==> config.mk <==
export PLATFORM = sky130hd
export DESIGN_NAME = ps2_kbd_sequencer
export DESIGN_NICKNAME = d
export VERILOG_FILES = /design/src/rtl/ps2_kbd_sequencer.sv
export SDC_FILE = /design/constraint.sdc
export NUM_CORES = 1
export LEC_CHECK = 0
export BUFFER_PORTS_ARGS = -buffer_cell sky130_fd_sc_hd__buf_2
export CORE_UTILIZATION = 24
export CTS_BUF_LIST = sky130_fd_sc_hd__clkbuf_16
export CTS_CLUSTER_DIAMETER = 40
export DETAILED_ROUTE_END_ITERATION = 10
export PLACE_DENSITY = 0.43
export SYNTH_ARGS = -nofsm -noshare
export SYNTH_HDL_FRONTEND = slang
export SYNTH_SLANG_ARGS = --single-unit
==> constraint.sdc <==
create_clock -name clk -period 7.3 [get_ports clk]
set_clock_uncertainty 0.1 [all_clocks]
set_input_delay 1.46 -clock clk [delete_from_list [all_inputs] [get_ports clk]]
set_output_delay 1.46 -clock clk [all_outputs]
set_load 0.005 [all_outputs]
==> src/rtl/ps2_kbd_sequencer.sv <==
// ps2_kbd_sequencer: PS/2 keyboard power-up sequencer and tx arbiter.
// Waits for BAT (0xAA), sends the init ROM with ACK/resend, then runs.
// Ports:
//   clk, reset          clock, sync active-high reset
//   ps2_tx_*            byte request to ps2_host (valid/ready)
//   ps2_rx_*            byte from ps2_host (user = parity error)
//   cmd_*               runtime command in, done/fail pulses out
//   sc_*                scancode stream to the consumer
//   init_done/fail      init status levels
//   err_count           saturating FE/timeout/parity event count
// Option: PS2_SEQ_PARITY_RESEND_EN answers a RUN parity error with 0xFE.
module ps2_kbd_sequencer #(
  parameter int CLK_PER        = 10,
  parameter int ACK_TIMEOUT_US = 20000,
  parameter int BAT_TIMEOUT_US = 1000000,
  parameter int MAX_RETRY      = 3
) (
  input  logic       clk,
  input  logic       reset,
  output logic       ps2_tx_valid,
  output logic [7:0] ps2_tx_data,
  input  logic       ps2_tx_ready,
  input  logic       ps2_rx_valid,
  input  logic [7:0] ps2_rx_data,
  input  logic       ps2_rx_user,
  output logic       ps2_rx_ready,
  input  logic       cmd_valid,
  input  logic [7:0] cmd_op,
  input  logic       cmd_has_arg,
  input  logic [7:0] cmd_arg,
  output logic       cmd_ready,
  output logic       cmd_done,
  output logic       cmd_fail,
  output logic       sc_valid,
  output logic [7:0] sc_data,
  output logic       sc_err,
  input  logic       sc_ready,
  output logic       init_done,
  output logic       init_fail,
  output logic [7:0] err_count
);

  localparam int ACK_CYC = ACK_TIMEOUT_US * 1000 / CLK_PER;
  localparam int BAT_CYC = BAT_TIMEOUT_US * 1000 / CLK_PER;
  localparam logic [31:0] ACK_LAST = 32'(ACK_CYC - 1);
  localparam logic [31:0] BAT_LAST = 32'(BAT_CYC - 1);
  localparam logic [7:0]  RETRY_MAX = 8'(MAX_RETRY);

  typedef enum logic [3:0] {
    S_BAT_WAIT,
    S_BAT_RST,
    S_BAT_ACK,
    S_SEQ_SEND,
    S_ACK_WAIT,
    S_RUN,
    S_CMD_OP,
    S_CMD_ACK,
    S_CMD_ARG,
    S_CMD_ARG_ACK,
    S_PAR_SEND,
    S_FAIL
  } state_t;

  state_t      r_state;
  state_t      w_nxt;
  logic [31:0] r_tmr;
  logic [2:0]  r_ptr;
  logic [7:0]  r_retry;
  logic [7:0]  r_op;
  logic [7:0]  r_arg;
  logic        r_has_arg;
  logic [7:0]  r_err;
  logic        r_init_done;
  logic        r_init_fail;
  logic        r_cmd_done;
  logic        r_cmd_fail;

  logic w_ack_st;
  logic w_send;
  logic w_rsp;
  logic w_ok;
  logic w_bad;
  logic w_tmo;
  logic w_err;
  logic w_last;
  logic w_hs;
  logic w_acc;
  logic w_aa;
  logic w_par;

  function automatic logic [7:0] rom(input logic [2:0] p);
    unique case (p)
      3'd0:    rom = 8'hED;
      3'd1:    rom = 8'h00;
      3'd2:    rom = 8'hF3;
      3'd3:    rom = 8'h20;
      default: rom = 8'hF4;
    endcase
  endfunction

  assign w_ack_st = (r_state == S_BAT_ACK)
                  | (r_state == S_ACK_WAIT)
                  | (r_state == S_CMD_ACK)
                  | (r_state == S_CMD_ARG_ACK);
  assign w_send = (r_state == S_BAT_RST)
                | (r_state == S_SEQ_SEND)
                | (r_state == S_CMD_OP)
                | (r_state == S_CMD_ARG)
                | (r_state == S_PAR_SEND);

  // Bytes the sequencer itself consumes while waiting for an ACK.
  assign w_rsp = ps2_rx_user
               | (ps2_rx_data == 8'hFA)
               | (ps2_rx_data == 8'hFE);
  assign w_ok = w_ack_st & ps2_rx_valid & ~ps2_rx_user
              & (ps2_rx_data == 8'hFA);
  assign w_bad = w_ack_st & ps2_rx_valid
               & (ps2_rx_user | (ps2_rx_data == 8'hFE));
  // A response on the timeout cycle wins over the timeout.
  assign w_tmo = w_ack_st & ~w_ok & ~w_bad & (r_tmr == ACK_LAST);
  assign w_err = w_bad | w_tmo;
  assign w_last = (r_retry == RETRY_MAX);
  assign w_hs = w_send & ps2_tx_ready;
  assign w_acc = cmd_valid & cmd_ready;
  assign w_aa = (r_state == S_BAT_WAIT) & ps2_rx_valid
              & ~ps2_rx_user & (ps2_rx_data == 8'hAA);

`ifdef PS2_SEQ_PARITY_RESEND_EN
  assign w_par = (r_state == S_RUN) & ps2_rx_valid & ps2_rx_user;
`else
  assign w_par = 1'b0;
`endif

  assign ps2_tx_valid = w_send;
  assign cmd_done     = r_cmd_done;
  assign cmd_fail     = r_cmd_fail;
  assign init_done    = r_init_done;
  assign init_fail    = r_init_fail;
  assign err_count    = r_err;

  always_comb begin
    ps2_tx_data = 8'h00;
    case (r_state)
      S_BAT_RST:  ps2_tx_data = 8'hFF;
      S_SEQ_SEND: ps2_tx_data = rom(r_ptr);
      S_CMD_OP:   ps2_tx_data = r_op;
      S_CMD_ARG:  ps2_tx_data = r_arg;
      S_PAR_SEND: ps2_tx_data = 8'hFE;
      default:    ps2_tx_data = 8'h00;
    endcase
  end

  always_ff @(posedge clk) begin
    if (reset) r_state <= S_BAT_WAIT;
    else       r_state <= w_nxt;
  end

  always_comb begin
    w_nxt        = r_state;
    ps2_rx_ready = 1'b0;
    sc_valid     = 1'b0;
    sc_data      = 8'h00;
    sc_err       = 1'b0;
    cmd_ready    = 1'b0;
    if (w_ack_st) begin
      if (w_rsp) begin
        ps2_rx_ready = ps2_rx_valid;
      end else begin
        sc_valid     = ps2_rx_valid;
        sc_data      = ps2_rx_data;
        ps2_rx_ready = sc_ready;
      end
    end
    unique case (r_state)
      S_BAT_WAIT: begin
        ps2_rx_ready = ps2_rx_valid;
        if (w_aa)                  w_nxt = S_SEQ_SEND;
        else if (r_tmr == BAT_LAST) w_nxt = S_BAT_RST;
      end
      S_BAT_RST:
        if (w_hs) w_nxt = S_BAT_ACK;
      S_BAT_ACK:
        if (w_ok)       w_nxt = S_BAT_WAIT;
        else if (w_err) w_nxt = w_last ? S_FAIL : S_BAT_RST;
      S_SEQ_SEND:
        if (w_hs) w_nxt = S_ACK_WAIT;
      S_ACK_WAIT:
        if (w_ok)
          w_nxt = (r_ptr == 3'd4) ? S_RUN : S_SEQ_SEND;
        else if (w_err)
          w_nxt = w_last ? S_FAIL : S_SEQ_SEND;
      S_RUN: begin
        if (w_par) begin
          ps2_rx_ready = 1'b1;
          w_nxt        = S_PAR_SEND;
        end else begin
          sc_valid     = ps2_rx_valid;
          sc_data      = ps2_rx_data;
          sc_err       = ps2_rx_user;
          ps2_rx_ready = sc_ready;
          cmd_ready    = 1'b1;
          if (cmd_valid) w_nxt = S_CMD_OP;
        end
      end
      S_CMD_OP:
        if (w_hs) w_nxt = S_CMD_ACK;
      S_CMD_ACK:
        if (w_ok)
          w_nxt = r_has_arg ? S_CMD_ARG : S_RUN;
        else if (w_err)
          w_nxt = w_last ? S_RUN : S_CMD_OP;
      S_CMD_ARG:
        if (w_hs) w_nxt = S_CMD_ARG_ACK;
      S_CMD_ARG_ACK:
        if (w_ok)       w_nxt = S_RUN;
        else if (w_err) w_nxt = w_last ? S_RUN : S_CMD_ARG;
      S_PAR_SEND:
        if (w_hs) w_nxt = S_RUN;
      S_FAIL:
        ps2_rx_ready = ps2_rx_valid;
      default:
        w_nxt = S_BAT_WAIT;
    endcase
  end

  always_ff @(posedge clk) begin
    if (reset) begin
      r_tmr       <= '0;
      r_ptr       <= '0;
      r_retry     <= '0;
      r_op        <= '0;
      r_arg       <= '0;
      r_has_arg   <= 1'b0;
      r_err       <= '0;
      r_init_done <= 1'b0;
      r_init_fail <= 1'b0;
      r_cmd_done  <= 1'b0;
      r_cmd_fail  <= 1'b0;
    end else begin
      r_cmd_done <= 1'b0;
      r_cmd_fail <= 1'b0;
      // Timer restarts on every handshake and state change.
      if (w_hs || (w_nxt != r_state)) r_tmr <= '0;
      else                            r_tmr <= r_tmr + 32'd1;
      if (w_aa)
        r_ptr <= '0;
      else if (w_ok && (r_state == S_ACK_WAIT) && (r_ptr != 3'd4))
        r_ptr <= r_ptr + 3'd1;
      if (w_ok || w_aa || w_acc || (w_err && w_last))
        r_retry <= '0;
      else if (w_err)
        r_retry <= r_retry + 8'd1;
      // Only errors that lead to a resend are counted.
      if (((w_err && !w_last) || w_par) && (r_err != 8'hFF))
        r_err <= r_err + 8'd1;
      if (w_acc) begin
        r_op      <= cmd_op;
        r_arg     <= cmd_arg;
        r_has_arg <= cmd_has_arg;
      end
      if (w_ok && (r_state == S_ACK_WAIT) && (r_ptr == 3'd4))
        r_init_done <= 1'b1;
      if ((w_nxt == S_FAIL) && (r_state != S_FAIL))
        r_init_fail <= 1'b1;
      if (w_ok && (((r_state == S_CMD_ACK) && !r_has_arg)
                   || (r_state == S_CMD_ARG_ACK)))
        r_cmd_done <= 1'b1;
      if (w_err && w_last
          && ((r_state == S_CMD_ACK) || (r_state == S_CMD_ARG_ACK)))
        r_cmd_fail <= 1'b1;
    end
  end

endmodule

==> metrics.txt, run 1 <==
Max stage delay on crit path between 500 and 600 ps; slew margin rel. 45.9%; FFs w/ async S/R, synth 0%; first-pass GRT wire length a little under 20,000 um; post-DP HPWL ~8600 um; Syn Inst Count between 500 and 600; CTS tree built; CTS Buffer Depth 2; Pwr per Cell Area around 170 mW/mm^2; final worst path period need 4430 ps; Core ar. between 0.015 and 0.02 mm^2; number of synthesized flops with an enable pin 0; maxcap violations 0; RSZ-0062 raised after global routing no; total gr overflow 0; worst path cell trace buf_2 -> and3b_1 -> a21oi_1 -> a21oi_1 -> o21ai_0 -> buf_2; largest net degree at the start of global routing 37; area occupied by multi-input gates 0.00261 mm^2; vias in the first global route between 3,000 and 4,000; final setup fails 0; antenna viol nets, final 0; 1st-pass router iterations 5; Post CTS Setup Buffer Count 0; GRT Overall Usage 13.7%; die height roughly 140 um; diode count 0; share of cells above drive strength 1 between 15 and 20%; CP arrival about 2900 ps; endpoint type of the worst setup path primary output; placed insts ~800; Via Count approximately 4,000; final-stage net count roughly 630; Final Slew Violations 0; CTS root buffer clkbuf_16; row cnt 48; startpoint types input port; Layout Utilization between 20% and 30%; #FFs+latches synth between 70 and 80; CTS Buf Count 9; Post-Syn Area roughly 0.0043 mm^2; final hold vios 0; Seq/Total Area, Yosys a little over a third; Initial Util 24.7%; # IOs 65; routed wire length approximately 12,000 um; Syn Nets 581; H-tree depth 3; Fin Setup TNS 0 ps; f_max between 200 and 250 MHz; Area growth, synth to finish 18.1%; Yosys cell types 61; initial antenna violation count 0; Tot Pwr 0.000886 W; syn avg cell area 7.93 um^2; Post-Layout Cell Count 822; ranking of synthesized cells by area dfxtp_1 35%, nand2_1 6.7%, xor2_1 5.5%; largest fanout on the critical path 10; CTS Hold Bufs 0; clk sinks 76; Most used DFF post-synth dfxtp_1; die area 0.0184 mm^2; Avg WL per Cell between 10 and 15 um; Yosys top cell area share about 35%; DRT iter0 DRCs roughly 280; Residual DRC 0; critical path class input port to primary output; die width 136 um; min-delay worst type flip-flop to flip-flop; required time of the critical path 5740 ps; CTS resizes 0; number of vias per cell about 4.9; Buffers & Inverters on Critical Path 2; outcome finished clean; RePlAce Congestion between 0.8 and 0.9; number of fill cells about 1,900; Yosys top cell by area dfxtp_1; period utilization roughly three fifths; Register Area between 0.0015 and 0.002 mm^2; Leakage just under 2 nW; Clk Latency, worst-skew pair 340 ps; clock slew at reported path FFs 60 ps; CP top delay family compound AO/OA/AOI/OAI gates; VDD IR-drop max 0.0855 mV; Ys Warns 0; Buffers on Ports 64; Slew @ Worst Pin 810 ps; Critical Path Slowest Stage Cell a21oi_1
synth_stat cells (5+ instances only):
cell and number:
xor2_1 27, nand3_1 24, nand2b_1 7, nor2_1 43, and4_1 6, o21ai_0 11, nor3_1 44, nand4_1 16
inv_1 6, ha_1 8, dfxtp_1 76, a22oi_1 5, nor2b_1 15, a21oi_1 35, clkbuf_1 15, xnor2_1 18
and3_1 15, nand2_1 77
worst register-to-register path, stage by stage (launching register included):
cell	delay, ps
dfxtp_1	690
or4b_2	800
and4_1	310
or4_4	620
a21oi_2	170
a2111oi_1	110
o211ai_1	240
o211a_2	670
nor3_1	150
stage by stage:
stage | setup slack, ps | instance area (um^2) | hold slack [ps]
after floorplan | 3310 | 4290 | 329
after global placement | 2970 | 4770 | 343
after detailed placement | 2850 | 4770 | 350
after CTS | 2840 | 5070 | 359
after global routing | 2710 | 5070 | 376
final | 2870 | 5070 | 357
path summary, 6_finish.rpt:
path	from	to	slack, ps	cells past startpoint
setup / recovery	ps2_rx_data[0]	ps2_rx_ready	2870	6
hold / removal	r_arg[7]	r_arg[7]	360	2
setup reg to reg	r_state[2]	r_tmr[15]	3300	8
hold reg to reg	r_arg[7]	r_arg[7]	360	2
metal layers:
metal / share of wire (%) / vias up / global-route usage, %
met5: 0 / - / 0
met4: 2.5 / 0 / 6.43
met3: 4.4 / 22 / 3.22
met2: 45 / 89 / 21.2
met1: 48 / 1882 / 17.8
li1: - / 2050 / -
where the power goes:
part           switching (W)  internal [W]
clock               0.000178      0.000263
combinational      0.0000160     0.0000118
sequential        0.00000125      0.000416
total               0.000195      0.000691
cells in the final DEF, fill, tap and decap left out, types with 3 or more instances in the layout:
cell type / count
a21o_1: 3
a21oi_1: 35
a221o_1: 3
a22oi_1: 5
a31oi_1: 3
and2_1: 3
and3_1: 15
and4_1: 6
and4b_1: 4
buf_2: 64
buf_4: 3
clkbuf_16: 9
dfxtp_1: 76
ha_1: 8
inv_1: 7
mux2i_1: 4
nand2_1: 77
nand2b_1: 7
nand3_1: 24
nand3b_1: 3
nand4_1: 16
nor2_1: 43
nor2b_1: 15
nor3_1: 44
nor3b_1: 3
nor4_1: 4
nor4b_1: 4
o21ai_0: 11
o22ai_1: 4
o31ai_1: 3
or2_2: 4
or3_1: 4
or4_1: 3
xnor2_1: 18
xor2_1: 27
layout make-up:
class | instances | area share [%]
clock inverter | 7 | 1.33
sequential | 76 | 30.0
multi-input combinational | 432 | 51.4
clock buffer | 9 | 4.44
timing repair buffer | 67 | 6.77
inverter | 6 | 0.444
tap | 225 | 5.56
state kept, by name, summed over array words and instances, names as in the netlist, 3 cells and up:
name and count:
r_tmr 32, r_state 4, err_count 8, r_retry 8, r_ptr 3, r_arg 8
r_op 8
kinds of logic after synthesis:
| group | Yosys count | synth area share, % |
|---|---|---|
| AOI/OAI and AO/OA | 88 | 13.4 |
| xor gates and xnor gates | 45 | 9.19 |
| adders and majority gates | 8 | 2.33 |
| buffers and inverters | 33 | 3.76 |
| DFF | 76 | 35.5 |
| muxes | 4 | 0.934 |
| and+or+nand+nor | 287 | 34.9 |
Note: power is estimated with default switching activity, not from simulation.
==> run 2, diff against run 1 <==
--- a/config.mk
+++ b/config.mk
@@ -5,6 +5,7 @@
 export SDC_FILE = /design/constraint.sdc
 export NUM_CORES = 1
 export LEC_CHECK = 0
+export ABC_AREA = 1
 export BUFFER_PORTS_ARGS = -buffer_cell sky130_fd_sc_hd__buf_2
 export CORE_UTILIZATION = 24
 export CTS_BUF_LIST = sky130_fd_sc_hd__clkbuf_16
==> constraint.sdc (replaced) <==
create_clock -name clk -period 4.2 [get_ports clk]
set_clock_uncertainty 0.1 [all_clocks]
set_input_delay 0.84 -clock clk [delete_from_list [all_inputs] [get_ports clk]]
set_output_delay 0.84 -clock clk [all_outputs]
set_load 0.005 [all_outputs]
==> run 2 against run 1 <==
The run now ends with DRC left. Routed wire length is 1.1% higher. Clock power is 85% higher. Utilization is 0.28 points higher. First-iteration DRC count is 38% lower. Cell count is 16% higher. Register-to-register slack worse by 2100 ps. Synthesized cell count is 21% higher. Largest cell class unchanged.
==> metrics.txt, run 2 <==
# IOs 65 (unchanged); share of cells above drive strength 1 18.7% (+2.7 points); CTS Buf Count 9 (unchanged); Clk Latency, worst-skew pair 340 ps (about the same); Slew @ Worst Pin 839 ps (+28.7 ps); Yosys top cell area share 34.2% (-1.3 points); GRT Overall Usage 13.0% (-0.65 points); slew margin rel. 43.2% (-2.7 points); Area growth, synth to finish 19.8%; RSZ-0062 raised after global routing no; Hold Slack 356 ps (-0.841 ps); Yosys top cell by area dfxtp_1; largest net degree at the start of global routing 24 (-35%); die area 0.0191 mm^2 (+3.7%); Post-Layout Cell Count 955 (+16%); Residual DRC 8 (+8); R2R Path Start r_state[1]; Pwr per Cell Area 300 mW/mm^2 (+71%); Ys Warns 0 (unchanged); vias in the first global route 3,979 (+2.7%); Avg WL per Cell 12.6 um (-13%); Area after DPL 0.00502 mm^2 (+5.2%); RePlAce Congestion 0.834 (-1.5%); Syn Inst Count 653 (+21%); routed wire length 12,000 um (+1.1%); period utilization about three quarters; critical path class flip-flop to primary output; failing checks DRC; Buffers on Ports 64 (unchanged); endpoint type of the worst setup path primary output; Syn Nets 693 (+19%); first-pass GRT wire length 19,900 um (+1.0%); total gr overflow 0 (unchanged); startpoint types flip-flop; worst r2r path cells 15 (+7); min-delay worst type flip-flop to flip-flop; worst path cell trace nand2_1 -> nor2_2 -> nor2_4 -> nand2_4 -> a31oi_1 -> buf_4 -> nor2_1 -> buf_2; CP top delay family simple AND/OR/NAND/NOR gates; #FFs+latches synth 76 (unchanged); Critical Path Slowest Stage Cell dfxtp_1; row cnt 49 (+2.1%); die width 138 um (+1.8%); Initial Util 24.6% (-0.10 points); final setup fails 0 (unchanged); placed insts 939 (+17%); ranking of synthesized cells by area dfxtp_1 34%, nand2_1 9.9%, inv_1 8.2%; clk sinks 76 (unchanged); 1st-pass router iterations 8 (+3); Seq/Total Area, Yosys 34.2% (-1.3 points); maxcap violations 0 (unchanged); CTS resizes 0 (unchanged); post-DP HPWL 9320 um (+8.8%); required time of the critical path 3260 ps (-2480 ps); syn avg cell area 6.82 um^2 (-14%); Post CTS Setup Buffer Count 0 (unchanged); Top reg by flops r_tmr; diode count 0 (unchanged); H-tree depth 3 (unchanged); Yosys cell types 36 (-41%); Post-synth top cells 117 x nand2_1, 97 x inv_1, 94 x nor2_1; CTS Buffer Depth 2 (unchanged); Via Count 4,145 (+2.5%); Max stage delay on crit path 550 ps (about the same); Core ar. 0.0181 mm^2 (+4.2%); die height 138 um (+1.8%); VDD IR-drop max 0.163 mV (+90%); final worst path period need ~3100 ps; crit path to sc_data[6]; Leakage 2.28 nW (+18%); Finished Cell Area 0.00533 mm^2 (+5.2%); Crit. Startpoint r_state[0]; largest fanout on the critical path 10 (unchanged); number of synthesized flops with an enable pin 0 (unchanged); number of vias per cell 4.34 (-12%); Fin Setup TNS 0 ps (unchanged); Largest register FFs 32 (unchanged); WP depth 8 (+2); CP arrival 2150 ps (-720 ps); CTS root buffer clkbuf_16; Buffers & Inverters on Critical Path 2 (unchanged); CTS tree built; Post-Syn Area 0.00445 mm^2 (+3.8%); DRT iter0 DRCs 175 (-38%); f_max approximately 320 MHz; initial antenna violation count 0 (unchanged); final hold vios 0 (unchanged); outcome finished with violations; clock slew at reported path FFs 60 ps (about the same); final-stage net count 761 (+20%); antenna viol nets, final 0 (unchanged); count leader, synth nand2_1; most common cell after layout, fill and taps aside nand2_1; RR Endpoint r_tmr[26]; Final Slew Violations 0 (unchanged); Most used DFF post-synth dfxtp_1; CTS Hold Bufs 0 (unchanged); most frequent cells in the layout 117 x nand2_1, 97 x inv_1, 94 x nor2_1, 76 x dfxtp_1, 64 x buf_2; R2R Setup Slk 1160 ps (-2140 ps); FFs w/ async S/R, synth 0% (unchanged)
## run 2: cell types whose count changed after synthesis, moves of 14 or more
cell     change
o21ai_0     +23
nor2_2      +26
nor2b_1     -15
nor3_1      -23
and3_1      -14
nand2_1     +40
nor2_1      +51
inv_1       +91
## run 2: cells by family after synthesis
group                      synth area share, %
adders and majority gates                 2.25
DFF                                       34.2
xor gates and xnor gates                  6.10
buffers and inverters                     10.3
AOI/OAI and AO/OA                         10.7
and+or+nand+nor                           36.5
## run 2: worst min-delay path by stage
stage	start	endpoint	slack, ps	cells after the start
after detailed placement	r_tmr[0]	r_tmr[0]	340	1
after global placement	r_tmr[0]	r_tmr[0]	340	1
after CTS	r_op[5]	r_op[5]	350	2
after floorplan	r_tmr[0]	r_tmr[0]	330	1
final	r_tmr[0]	r_tmr[0]	360	1
after global routing	r_op[5]	r_op[5]	360	2
## run 2: worst reg2reg max path: stages, from the launching register on
cell and delay, ps:
dfxtp_1 490, inv_2 110, nor2_1 210, nand2_2 190, o21ai_0 160, o21ai_0 200
nand2_1 120, nand2_1 50, a21oi_1 280, nand2_1 130, nand2_1 80, nand2_1 60
nor2_2 120, nand2_2 290, buf_12 300, nor2_1 100
## run 2: cell type report
type | instances | area, um^2
sequential | 76 | 1520
clock buffer | 9 | 225
fill | 1989 | 12800
multi-input combinational | 464 | 2470
clock inverter | 7 | 81.3
tap | 229 | 287
timing repair buffer | 68 | 363
inverter | 102 | 383
## run 2: metrics by stage
stage	util [%]	setup WS, ps	total power, W
CTS	29.5	1080	0.00162
finish	29.5	1110	0.00160
floorplan	-	1470	0.000775
global route	29.5	803	0.00166
global placement	27.8	791	0.000802
detailed placement	27.8	741	0.000801
## run 2: metal layers
metal	global-route usage [%]	up-vias	share of wire [%]
met2	20.2	64	44
met5	0	-	0
met1	17.8	1855	51
met3	2.60	9	3.9
li1	-	2217	-
met4	4.85	0	1.4
## run 2: report_power, final
part | switching [W] | internal (W) | total [W] | leakage, nW
Combinational | 0.0000369 | 0.0000219 | 0.0000588 | 1.52
Sequential | 0.00000217 | 0.000724 | 0.000726 | 0.612
Clock | 0.000302 | 0.000512 | 0.000814 | 0.152
Total | 0.000341 | 0.00126 | 0.00160 | 2.28
